$ cat config.mk
export PLATFORM = sky130hd
export DESIGN_NAME = spi_axi_slave_bridge
export DESIGN_NICKNAME = d
export VERILOG_FILES = /design/src/rtl/spi_axi_slave_pkg.sv /design/src/rtl/spi_axi_slave_bridge_spi_tx_shifter.sv /design/src/rtl/spi_axi_slave_bridge.sv
export SDC_FILE = /design/constraint.sdc
export NUM_CORES = 1
export LEC_CHECK = 0
export ABC_AREA = 1
export CORE_ASPECT_RATIO = 1.75
export CORE_MARGIN = 2
export CORE_UTILIZATION = 40
export CTS_CLUSTER_DIAMETER = 60
export DETAILED_ROUTE_END_ITERATION = 8
export PLACE_DENSITY = 0.81
export SYNTH_ARGS = -nofsm -noshare
export SYNTH_HDL_FRONTEND = slang
export SYNTH_SLANG_ARGS = --single-unit
$ cat constraint.sdc
create_clock -name CLK -period 3.7 [get_ports CLK]
set_input_delay 0.925 -clock CLK [delete_from_list [all_inputs] [get_ports CLK]]
set_output_delay 0.925 -clock CLK [all_outputs]
set_load 0.05 [all_outputs]
$ cat src/rtl/spi_axi_slave_pkg.sv
// Shared definitions for the AXI4-lite to 3-wire SPI transmit bridge.
// Contents: default word/frame width, write-channel FSM state encoding and a
// helper that sizes the SPI bit counter.
package spi_axi_slave_pkg;

  // Default AXI data/address width and SPI frame length in bits.
  localparam int unsigned SWORD = 32;

  // Write-channel FSM: AW accept, W accept, serialise, write response.
  typedef enum logic [1:0] {
    StIdle  = 2'd0,
    StWaitW = 2'd1,
    StShift = 2'd2,
    StResp  = 2'd3
  } wr_state_e;

  // Bit counter width: one spare bit above clog2 of the frame length.
  function automatic int unsigned bit_cnt_w(input int unsigned sword);
    return $clog2(sword) + 1;
  endfunction

endpackage

$ cat src/rtl/spi_axi_slave_bridge_spi_tx_shifter.sv
// spi_tx_shifter: loads one word and serialises it MSB first on a 3-wire SPI
// link. Each bit takes two clocks: SCLK low then SCLK high, DATA stable across
// both. CEB is low for the whole frame; DATA and SCLK idle low.
// Ports:
//   clk_i   system clock
//   rst_i   synchronous active-high reset, aborts any frame in progress
//   load_i  load word_i and start a frame on the next edge
//   word_i  word to transmit
//   sclk_o  SPI clock
//   ceb_o   active-low frame enable
//   data_o  serial data
//   done_o  high during the last clock of a frame (the SCLK-high half of bit 0)
module spi_tx_shifter #(
  parameter int unsigned SWORD = 32
) (
  input  logic             clk_i,
  input  logic             rst_i,
  input  logic             load_i,
  input  logic [SWORD-1:0] word_i,
  output logic             sclk_o,
  output logic             ceb_o,
  output logic             data_o,
  output logic             done_o
);
  import spi_axi_slave_pkg::*;

  localparam int unsigned CntW = bit_cnt_w(SWORD);

  logic             busy_q;
  logic             sclk_q;
  logic [SWORD-1:0] shreg_q;
  logic [CntW-1:0]  cnt_q;
  logic             last_bit;

  assign last_bit = (cnt_q == CntW'(SWORD - 1));

  always_ff @(posedge clk_i) begin
    if (rst_i) begin
      busy_q  <= 1'b0;
      sclk_q  <= 1'b0;
      shreg_q <= '0;
      cnt_q   <= '0;
    end else if (load_i) begin
      busy_q  <= 1'b1;
      sclk_q  <= 1'b0;
      shreg_q <= word_i;
      cnt_q   <= '0;
    end else if (busy_q) begin
      if (!sclk_q) begin
        sclk_q <= 1'b1;
      end else if (last_bit) begin
        busy_q  <= 1'b0;
        sclk_q  <= 1'b0;
        shreg_q <= '0;
      end else begin
        // Falling SCLK: advance to the next bit.
        sclk_q  <= 1'b0;
        shreg_q <= shreg_q << 1;
        cnt_q   <= cnt_q + CntW'(1);
      end
    end
  end

  // Outputs are decoded from registered state only.
  assign sclk_o = sclk_q;
  assign ceb_o  = ~busy_q;
  assign data_o = busy_q & shreg_q[SWORD-1];
  assign done_o = busy_q & sclk_q & last_bit;

endmodule

$ cat src/rtl/spi_axi_slave_bridge.sv
// spi_axi_slave_bridge: AXI4-lite slave whose single write register is sent
// out as one SPI frame; the write response is issued once the frame is done.
// Optional feature macro: SPI_AXI_SLAVE_READBACK_EN enables a read channel
// returning the last fully transmitted word. Without it, arready is tied high,
// rvalid pulses one cycle after each arvalid and rdata is zero.
// Ports:
//   CLK, RST             clock, synchronous active-high reset
//   axi_aw*, axi_w*      write address / data channels (address, prot, strobes
//                        ignored; the full word is always sent)
//   axi_bvalid/bready    write response, always OKAY
//   axi_ar*, axi_r*      read address / data channels
//   SCLK, CEB, DATA      3-wire transmit-only SPI link
module spi_axi_slave_bridge #(
  parameter int unsigned SWORD = spi_axi_slave_pkg::SWORD
) (
  input  logic             CLK,
  input  logic             RST,
  input  logic             axi_awvalid,
  output logic             axi_awready,
  input  logic [SWORD-1:0] axi_awaddr,
  input  logic [2:0]       axi_awprot,
  input  logic             axi_wvalid,
  output logic             axi_wready,
  input  logic [SWORD-1:0] axi_wdata,
  input  logic [3:0]       axi_wstrb,
  output logic             axi_bvalid,
  input  logic             axi_bready,
  input  logic             axi_arvalid,
  output logic             axi_arready,
  input  logic [SWORD-1:0] axi_araddr,
  input  logic [2:0]       axi_arprot,
  output logic             axi_rvalid,
  input  logic             axi_rready,
  output logic [SWORD-1:0] axi_rdata,
  output logic             SCLK,
  output logic             CEB,
  output logic             DATA
);
  import spi_axi_slave_pkg::*;

  wr_state_e state_q;
  logic      awready_q;
  logic      wready_q;
  logic      bvalid_q;
  logic      tx_load;
  logic      tx_done;

  assign tx_load = (state_q == StWaitW) && wready_q && axi_wvalid;

  // Write FSM with registered handshake outputs. AW and W are taken strictly
  // one after the other, so awready never looks at wvalid.
  always_ff @(posedge CLK) begin
    if (RST) begin
      state_q   <= StIdle;
      awready_q <= 1'b0;
      wready_q  <= 1'b0;
      bvalid_q  <= 1'b0;
    end else begin
      unique case (state_q)
        StIdle: begin
          if (awready_q && axi_awvalid) begin
            awready_q <= 1'b0;
            wready_q  <= 1'b1;
            state_q   <= StWaitW;
          end else begin
            awready_q <= 1'b1;
          end
        end
        StWaitW: begin
          if (tx_load) begin
            wready_q <= 1'b0;
            state_q  <= StShift;
          end
        end
        StShift: begin
          if (tx_done) begin
            bvalid_q <= 1'b1;
            state_q  <= StResp;
          end
        end
        StResp: begin
          if (axi_bready) begin
            bvalid_q  <= 1'b0;
            awready_q <= 1'b1;
            state_q   <= StIdle;
          end
        end
        default: begin
          state_q <= StIdle;
        end
      endcase
    end
  end

  assign axi_awready = awready_q;
  assign axi_wready  = wready_q;
  assign axi_bvalid  = bvalid_q;

  spi_tx_shifter #(
    .SWORD (SWORD)
  ) u_tx (
    .clk_i  (CLK),
    .rst_i  (RST),
    .load_i (tx_load),
    .word_i (axi_wdata),
    .sclk_o (SCLK),
    .ceb_o  (CEB),
    .data_o (DATA),
    .done_o (tx_done)
  );

`ifdef SPI_AXI_SLAVE_READBACK_EN
  logic [SWORD-1:0] pend_q;
  logic [SWORD-1:0] last_q;
  logic [SWORD-1:0] rdata_q;
  logic             arready_q;
  logic             rvalid_q;

  // pend_q holds the word in flight; it only becomes readable once the frame
  // completes, so an aborted frame never reaches last_q.
  always_ff @(posedge CLK) begin
    if (RST) begin
      pend_q    <= '0;
      last_q    <= '0;
      rdata_q   <= '0;
      arready_q <= 1'b0;
      rvalid_q  <= 1'b0;
    end else begin
      if (tx_load) begin
        pend_q <= axi_wdata;
      end
      if (tx_done) begin
        last_q <= pend_q;
      end
      if (rvalid_q) begin
        if (axi_rready) begin
          rvalid_q  <= 1'b0;
          arready_q <= 1'b1;
        end
      end else if (arready_q && axi_arvalid) begin
        rvalid_q  <= 1'b1;
        arready_q <= 1'b0;
        rdata_q   <= last_q;
      end else begin
        arready_q <= 1'b1;
      end
    end
  end

  assign axi_arready = arready_q;
  assign axi_rvalid  = rvalid_q;
  assign axi_rdata   = rdata_q;

  logic unused_in;
  assign unused_in = ^{axi_awaddr, axi_awprot, axi_wstrb, axi_araddr, axi_arprot};
`else
  logic rvalid_q;

  always_ff @(posedge CLK) begin
    if (RST) begin
      rvalid_q <= 1'b0;
    end else begin
      rvalid_q <= axi_arvalid;
    end
  end

  assign axi_arready = 1'b1;
  assign axi_rvalid  = rvalid_q;
  assign axi_rdata   = '0;

  logic unused_in;
  assign unused_in = ^{axi_awaddr, axi_awprot, axi_wstrb, axi_araddr, axi_arprot, axi_rready};
`endif

endmodule

==> results of run 1 <==
==> sequential cells by signal (all words and copies together) (netlist names) <==
signal,flops
u_tx.sclk_o,1
u_tx.shreg_q,32
u_tx.busy_q,1
state_q,2
axi_wready,1
axi_bvalid,1
axi_rvalid,1
axi_awready,1
u_tx.cnt_q,6
==> power groups by stage <==
| stage | registers [mW] | logic [mW] | clock network, mW |
|---|---|---|---|
| 4_1_cts | 0.540 | 0.321 | 0.453 |
| 6_report | 0.540 | 0.320 | 0.444 |
| 5_1_grt | 0.544 | 0.353 | 0.474 |
| 3_3_place_gp | 0.550 | 0.314 | 0 |
| 2_1_floorplan | 0.579 | 0.231 | 0 |
| 3_5_place_dp | 0.551 | 0.319 | 0 |
==> kinds of logic after synthesis <==
| kind of cell | after synthesis |
|---|---|
| xor+xnor | 1 |
| simple gates | 116 |
| flops | 46 |
| buf+inv | 132 |
| fa+ha+maj | 6 |
| compound gates | 81 |
| other cells | 2 |
==> worst max-delay path, cell delays in order, from the launching register on <==
cell                              delay [ps]
sky130_fd_sc_hd__dfxtp_1                 390
sky130_fd_sc_hd__nand2_1                  70
sky130_fd_sc_hd__inv_1                    50
sky130_fd_sc_hd__clkdlybuf4s50_1         790
==> path summary, 6_finish.rpt <==
check | from | slack, ps | endpoint
setup / recovery | u_tx.busy_q | 1200 | DATA
setup reg to reg | u_tx.busy_q | 1590 | u_tx.shreg_q[29]
hold reg to reg | u_tx.shreg_q[0] | 480 | u_tx.shreg_q[0]
hold / removal | u_tx.shreg_q[0] | 480 | u_tx.shreg_q[0]
==> final cells by class <==
class	instances	area, um^2
Clock buffer	7	143
Clock inverter	1	5.00
Fill cell	644	3320
Inverter	79	297
Multi-Input combinational cell	237	1180
Sequential cell	46	921
Tap cell	82	103
Timing Repair Buffer	46	468
==> per-layer routing <==
metal	wire length [um]	vias to the layer above	GRT usage
met3	307	8	0.0232
met5	0	-	0
met1	2150	1034	0.162
li1	-	1211	-
met2	2510	75	0.245
met4	110	0	0.0528
==> synthesized netlist by cell type, drive strengths merged <==
cell type / number / area share
a211oi: 2 / 0.0057
a21oi: 41 / 0.088
buf: 48 / 0.13
clkbuf: 5 / 0.0071
conb: 2 / 0.0028
dfxtp: 46 / 0.35
ha: 6 / 0.028
inv: 79 / 0.11
nand2: 30 / 0.044
nand3: 67 / 0.13
nand4: 3 / 0.0071
nor2: 15 / 0.022
nor3: 1 / 0.0019
o21ai: 37 / 0.070
o21bai: 1 / 0.0028
xor2: 1 / 0.0033
==> metrics by stage <==
step | hold slack (ps) | utilization | power, mW | setup WS (ps) | std cells
3_5_place_dp | 475 | 0.462 | 0.870 | 1270 | 490
5_1_grt | 498 | 0.484 | 1.37 | 1110 | 498
2_1_floorplan | 457 | - | 0.810 | 1980 | 415
4_1_cts | 482 | 0.484 | 1.31 | 1190 | 498
3_3_place_gp | 466 | 0.462 | 0.864 | 1280 | 490
6_report | 478 | 0.484 | 1.30 | 1200 | 498
==> placed cells by master, fill, tap and decap left out, types with 2 or more instances in the layout <==
master / netlist / layout
sky130_fd_sc_hd__o21ai_0: 33 / 33
sky130_fd_sc_hd__a211oi_1: 2 / 2
sky130_fd_sc_hd__ha_1: 6 / 6
sky130_fd_sc_hd__nand4_1: 3 / 3
sky130_fd_sc_hd__dfxtp_1: 46 / 46
sky130_fd_sc_hd__o21ai_1: 4 / 4
sky130_fd_sc_hd__conb_1: 2 / 33
sky130_fd_sc_hd__a21oi_2: 4 / 4
sky130_fd_sc_hd__clkbuf_16: 0 / 5
sky130_fd_sc_hd__nor2_1: 14 / 14
sky130_fd_sc_hd__inv_1: 79 / 79
sky130_fd_sc_hd__nand3_1: 66 / 66
sky130_fd_sc_hd__clkdlybuf4s50_1: 0 / 44
sky130_fd_sc_hd__a21oi_1: 36 / 36
sky130_fd_sc_hd__nand2_1: 29 / 29
==> summary by stage, run 1 <==
Global route
The wire length of the first global-routing pass is 8390 um. The global-route congestion overflow total is 0. Entering global routing, the biggest net connects 96 pins.

In the global route stage, overall resource usage came out at 0.138. The number of global-route vias before repair is 1988. The number of antenna violations at the first check in global routing is 0.

Clocking
The clock tree root buffer cell is sky130_fd_sc_hd__clkbuf_16. The clock input transition at the sequential cells of the worst setup and hold paths is 60 ps. The number of buffers added to fix hold violations after cts is 0. In this run the number of H-tree levels came out at 2. The clock reaches the later pin of the worst-skew pair after 280 ps. The TritonCTS clock tree is done. For this design, the sink count on the clock tree is 46. TritonCTS created 5 clock buffers.

The maximum buffer depth of the clock tree is 2. After clock tree synthesis, the repair step resized 0 gates. The post-CTS setup buffer count is 0.

Synth
The synthesized-area fraction occupied by ao, oa, aoi and oai cells is 0.166. Of the total synthesized cell area, the portion taken by full adders, half adders and majority gates is 0.0284. The post-synthesis mux area share is 0. Synthesis handed over a netlist of 384 instances. The simple-gate portion of the synthesized area is 0.204. Of the synthesized area, sequential elements account for 0.348.

After synthesis, the largest family of logic cells by area is buffers and inverters. The post-synthesis register bit count is 46. Of the total synthesized cell area, the portion taken by XOR and XNOR cells is 0.00331. The synthesis warning total is 0. A synthesized cell averages 6.88 um^2. After synthesis, the netlist uses 24 different library cells. The netlist area before placement is 2640 um^2.

Power and ir drop
The net switching fraction of the power is 0.315. The analysis attributes to cell leakage a power of 1.27 nW. Internal power comes to 0.893 mW. The power dissipated by switching net loads is 0.411 mW.

The worst supply voltage drop on vdd is 0.000238 V. The power density normalized to cell area is 418 nW/um^2. Of the total power, the clock network draws 0.340. The share of power burned in registers is 0.414. The combinational power share is 0.246.

Place
During placement, the flow inserted port buffers numbering 44. Routability-driven placement finished with a final weighted congestion of 0.747. The standard cell area after detailed placement is 2970 um^2. The detailed-placement wirelength estimate is 3380 um.

Timing
The total of endpoints with negative setup slack in the final report is 0. For the final database, setup skew stands at 3.20 ps. The number of hold violations in the final report is 0. The max-slew violation count came to 0. In the finished design, the share of the clock period the worst path needs comes to 0.675. The routed design could run at a clock period as short as 2500 ps. Adding up every negative setup slack in the final design gives 0 ps. The transition time at the pin with the least slew margin is 846 ps. Measured against its own limit, the worst slew margin works out to 0.435. Setup repair after global routing left no endpoint under its margin. The achievable frequency is 400 MHz.

Routing
The violation count after the first detailed-routing iteration is 160. Using the TritonRoute via totals, the vias-per-cell ratio works out to 4.67. For this run, the detailed router's first-pass iteration total came to 4. The post-detailed-routing wire length is 5080 um. The number of vias in the routed layout is 2328. Dividing the detail-routed wire length by the instance count gives 10.2 um. The detail route stage leaves a number of antenna-violating nets equal to 0. For this run, design rule violations remaining after detail routing come to 0.

Hold path
In this run the worst hold path is classified as reg -> reg. Along the worst hold path, the cell count comes to 2.

Die
For this configuration, the core starts out at a cell density of 0.410. After floorplanning, the core was sized to cover 6440 um^2. The floorplan die width is 65.4 um. 153 I/O pins were placed. The overall die height is 112 um. The floorplan has 39 rows. The die covers 7300 um^2.

Critical path
At the worst endpoint, the required time is 2770 ps. The number of cells on the worst reg-to-reg path is 4. The data arrival time of the worst path is 1570 ps.

STA classifies the critical path endpoint as a primary output. The worst setup path category is reg -> out. STA classifies the critical path startpoint as a register. The highest fanout seen on the critical path is 4.

Finish
The number of antenna diodes in the final layout is 0. Of the cells placed in the final design, the portion with a size suffix greater than 1 is 0.0409. The final net count is 534. The final non-filler cell area is 3120 um^2. The growth of design area from synthesis to finish is 18.1%.

Run
The number of maximum-capacitance constraint violations is 0.

Run status
The run finished with clean final reports.
Note: power is estimated with default switching activity, not from simulation.
==> run 2: changes to the inputs <==
--- a/config.mk
+++ b/config.mk
@@ -8,10 +8,10 @@
 export ABC_AREA = 1
 export CORE_ASPECT_RATIO = 1.75
 export CORE_MARGIN = 2
-export CORE_UTILIZATION = 40
+export CORE_UTILIZATION = 38
 export CTS_CLUSTER_DIAMETER = 60
 export DETAILED_ROUTE_END_ITERATION = 8
-export PLACE_DENSITY = 0.81
+export PLACE_DENSITY = 0.77
 export SYNTH_ARGS = -nofsm -noshare
 export SYNTH_HDL_FRONTEND = slang
 export SYNTH_SLANG_ARGS = --single-unit
==> constraint.sdc (replaced) <==
create_clock -name CLK -period 2.6 [get_ports CLK]
set_input_delay 0.65 -clock CLK [delete_from_list [all_inputs] [get_ports CLK]]
set_output_delay 0.65 -clock CLK [all_outputs]
set_load 0.05 [all_outputs]
==> run 2 against run 1 <==
Clock skew grew 1.7 ps. Register-to-register slack got worse by 860 ps. Worst setup slack worse by 850 ps. Core utilization down 1.9 points. Total power rose by 49%. Routed wire length increased by 5.9%. Global-route usage increased by 0.72 points. Combinational power increased by 45%. Highest routed layer unchanged.
==> summary by stage, run 2 (synthesis gave the netlist of run 1 again) <==
Clocking
The maximum buffer depth of the clock tree is 2 (unchanged). The clock input transition at the sequential cells of the worst setup and hold paths is 60 ps (about the same). The number of buffers added to fix hold violations after cts is 0 (unchanged). The TritonCTS sink count is 46 (unchanged). The TritonCTS buffer count came to 5 (unchanged). The post-CTS setup buffer count is 0 (unchanged). The clock tree root buffer cell is sky130_fd_sc_hd__clkbuf_16 (unchanged). The TritonCTS clock tree is done (unchanged).

The number of gates resized after cts is 0 (unchanged). The count of H-tree levels built during CTS is 2 (unchanged). The source-to-sink clock delay at the later pin of the worst-skew pair is 280 ps (about the same).

Routing
The number of vias in the routed layout is 2389 (was 2328). The first-pass iteration count of the detailed router came to 4 (unchanged). The per-cell via count in the routed design was 4.75 (was 4.67).

The number of antenna-violating nets in the routed design came to 0 (unchanged). The number of DRC violations after detailed routing is 0 (unchanged). The post-detailed-routing wire length is 5380 um (was 5080 um).

The post-detailed-route wirelength per cell is 10.7 um (was 10.2 um). The violation count after the first detailed-routing iteration came to 165 (was 160).

Die
The starting density of the core is 0.388 (was 0.410). The total die area came to 7660 um^2 (was 7300 um^2). The number of top-level pins is 153 (unchanged). The overall die height is 114 um (was 112 um). The floorplan die width is 67.0 um (was 65.4 um). The total core area is 6810 um^2 (was 6440 um^2). The number of cell rows is 40 (was 39).

Power and ir drop
The cell-internal power is 1.34 mW (was 0.893 mW). The share of power burned in registers is 0.396 (was 0.414). The static leakage came to 1.29 nW (was 1.27 nW). The power consumption is 1.94 mW (was 1.30 mW).

The power dissipated by switching net loads is 0.600 mW (was 0.411 mW). The share of total power in the clock network came to 0.366 (was 0.340). The power density normalized to cell area is 614 nW/um^2 (was 418 nW/um^2).

The combinational power share is 0.238 (was 0.246). The net switching fraction of the power is 0.309 (was 0.315). The worst supply voltage drop on vdd is 0.000318 V (was 0.000238 V).

Finish
The number of inserted filler cells in the final layout is 700 (was 644). The most common cell after layout, fill and taps aside is sky130_fd_sc_hd__inv_1 (unchanged). The final net count came to 537 (was 534). The ratio of cells with drive above 1 in the final layout is 0.0501 (was 0.0409). The post-layout utilization of the core is 0.465 (was 0.484). The antenna diode count is 0 (unchanged). The flip-flop count of the largest register after layout is 32 (unchanged). The most flop-heavy register was u_tx.shreg_q (unchanged). Top flop regs: u_tx.shreg_q x32, u_tx.cnt_q x6, state_q x2 (unchanged). The growth of design area from synthesis to finish is 19.9% (was 18.1%). Commonest non-fill, non-tap cells in the layout: sky130_fd_sc_hd__inv_1 (79), sky130_fd_sc_hd__nand3_1 (66), sky130_fd_sc_hd__dfxtp_1 (46), sky130_fd_sc_hd__clkdlybuf4s50_1 (44), sky130_fd_sc_hd__a21oi_1 (36) (unchanged).

Timing
The transition time at the pin with the least slew margin is 635 ps (was 846 ps). RSZ-0062 raised after global routing: false (unchanged). The max-slew violation count is 0 (unchanged).

Of the available clock period, the critical path in the final layout requires 0.863. The number of hold violations in the final report is 0 (unchanged). The achievable frequency is 446 MHz. The total of endpoints with negative setup slack in the final report is 0 (unchanged).

The worst clock skew is 4.94 ps (was 3.20 ps). The headroom to the max-slew limit is 0.576 (was 0.435). The post-route setup TNS is 0 ps (unchanged). The smallest hold slack came to 481 ps (was 478 ps). The final worst slack is 356 ps (was 1200 ps). The minimum clock period is 2240 ps.

Global route
The wire length of the first global-routing pass is 8860 um (was 8390 um). The number of global-route vias before repair is 2192 (was 1988). The largest net degree at the start of global routing was 96 (unchanged). The global-route congestion overflow total is 0 (unchanged). The total global-route track usage is 0.145 (was 0.138). The number of antenna violations at the first check in global routing is 0 (unchanged).

Critical path
The worst setup path category is reg -> out (unchanged). The launching element type of the critical path was a register (unchanged). The critical path endpoint category is a primary output (unchanged). The data arrival time of the worst path is 1590 ps (was 1570 ps).

The number of cells on the worst reg-to-reg path was 7 (was 4). The reg-to-reg endpoint is u_tx.shreg_q[1] (was u_tx.shreg_q[29]). The slack of the worst reg-to-reg path is 730 ps (was 1590 ps). The source of the worst register-to-register timing path is u_tx.cnt_q[0] (was u_tx.busy_q). The required time of the critical path is 1950 ps (was 2770 ps). The highest fanout seen on the critical path is 4 (unchanged).

Place
The count of input and output buffers is 44 (unchanged). The weighted congestion at the end of routability-driven global placement was 0.764 (was 0.747). The setup slack after placement is 433 ps (was 1270 ps). The detailed-placement wirelength estimate was 3640 um (was 3380 um).

Run
The number of maximum-capacitance constraint violations is 0 (unchanged).

Hold path
The number of cells traversed by the worst hold path is 2 (unchanged). The capture endpoint of the worst hold path is u_tx.shreg_q[3] (was u_tx.shreg_q[0]). The class of the tightest hold or removal check is reg -> reg (unchanged).

The startpoint of the tightest hold check path is u_tx.shreg_q[2] (was u_tx.shreg_q[0]).

Run status
Run status: complete, no violations (unchanged).
## run 2: cell count changes in the layout (fill, tap and decap cells not counted), sizes merged
| cell | before | now |
|---|---|---|
| buf | 2 | 5 |
| clkinvlp | 0 | 2 |
| clkbuf | 7 | 5 |
| clkinv | 1 | 0 |
| bufinv | 0 | 1 |
## run 2: worst max-delay path by stage
stage               cells after the start          endpoint  slack (ps)         from
detailed placement                      7     u_tx.cnt_q[4]         430   axi_wvalid
global placement                        7     u_tx.cnt_q[4]         470   axi_wvalid
global route                            3              DATA         270  u_tx.busy_q
floorplan                               7  u_tx.shreg_q[28]        1030   axi_wready
finish                                  3              DATA         360  u_tx.busy_q
CTS                                     3              DATA         340  u_tx.busy_q
## run 2: power by group through the flow
stage                     Clock (mW)  Combinational (mW)  Sequential [mW]
after floorplan                    0               0.329            0.824
after global placement             0               0.449            0.782
after detailed placement           0               0.458            0.785
after CTS                      0.730               0.461            0.769
after global routing           0.762               0.512            0.774
final                          0.711               0.463            0.770
## run 2: metal layers
layer	share of wire	global-route usage	vias to the layer above
li1	-	-	1217
met1	0.42	0.158	1077
met2	0.50	0.258	87
met3	0.065	0.0324	8
met4	0.017	0.0694	0
met5	0	0	-
## run 2: worst max-delay path: stages (launching register included)
cell                              delay [ps]
sky130_fd_sc_hd__dfxtp_1                 390
sky130_fd_sc_hd__nand2_1                  70
sky130_fd_sc_hd__inv_1                    60
sky130_fd_sc_hd__clkdlybuf4s50_1         790
## run 2: metrics by stage
| stage | instances | area, um^2 |
|---|---|---|
| 2_1_floorplan | 415 | 2760 |
| 3_3_place_gp | 495 | 3000 |
| 3_5_place_dp | 495 | 3000 |
| 4_1_cts | 503 | 3170 |
| 5_1_grt | 503 | 3170 |
| 6_report | 503 | 3170 |
## run 2: cell type report
cell class | instances | area [um^2] | share of cell area
clock buffers | 5 | 125 | 0.0395
clock inverters | 3 | 45.0 | 0.0142
inverters | 79 | 297 | 0.0936
multi-input cells | 237 | 1180 | 0.374
flip-flops and latches | 46 | 921 | 0.291
well taps | 84 | 105 | 0.0332
repair buffers | 49 | 490 | 0.155
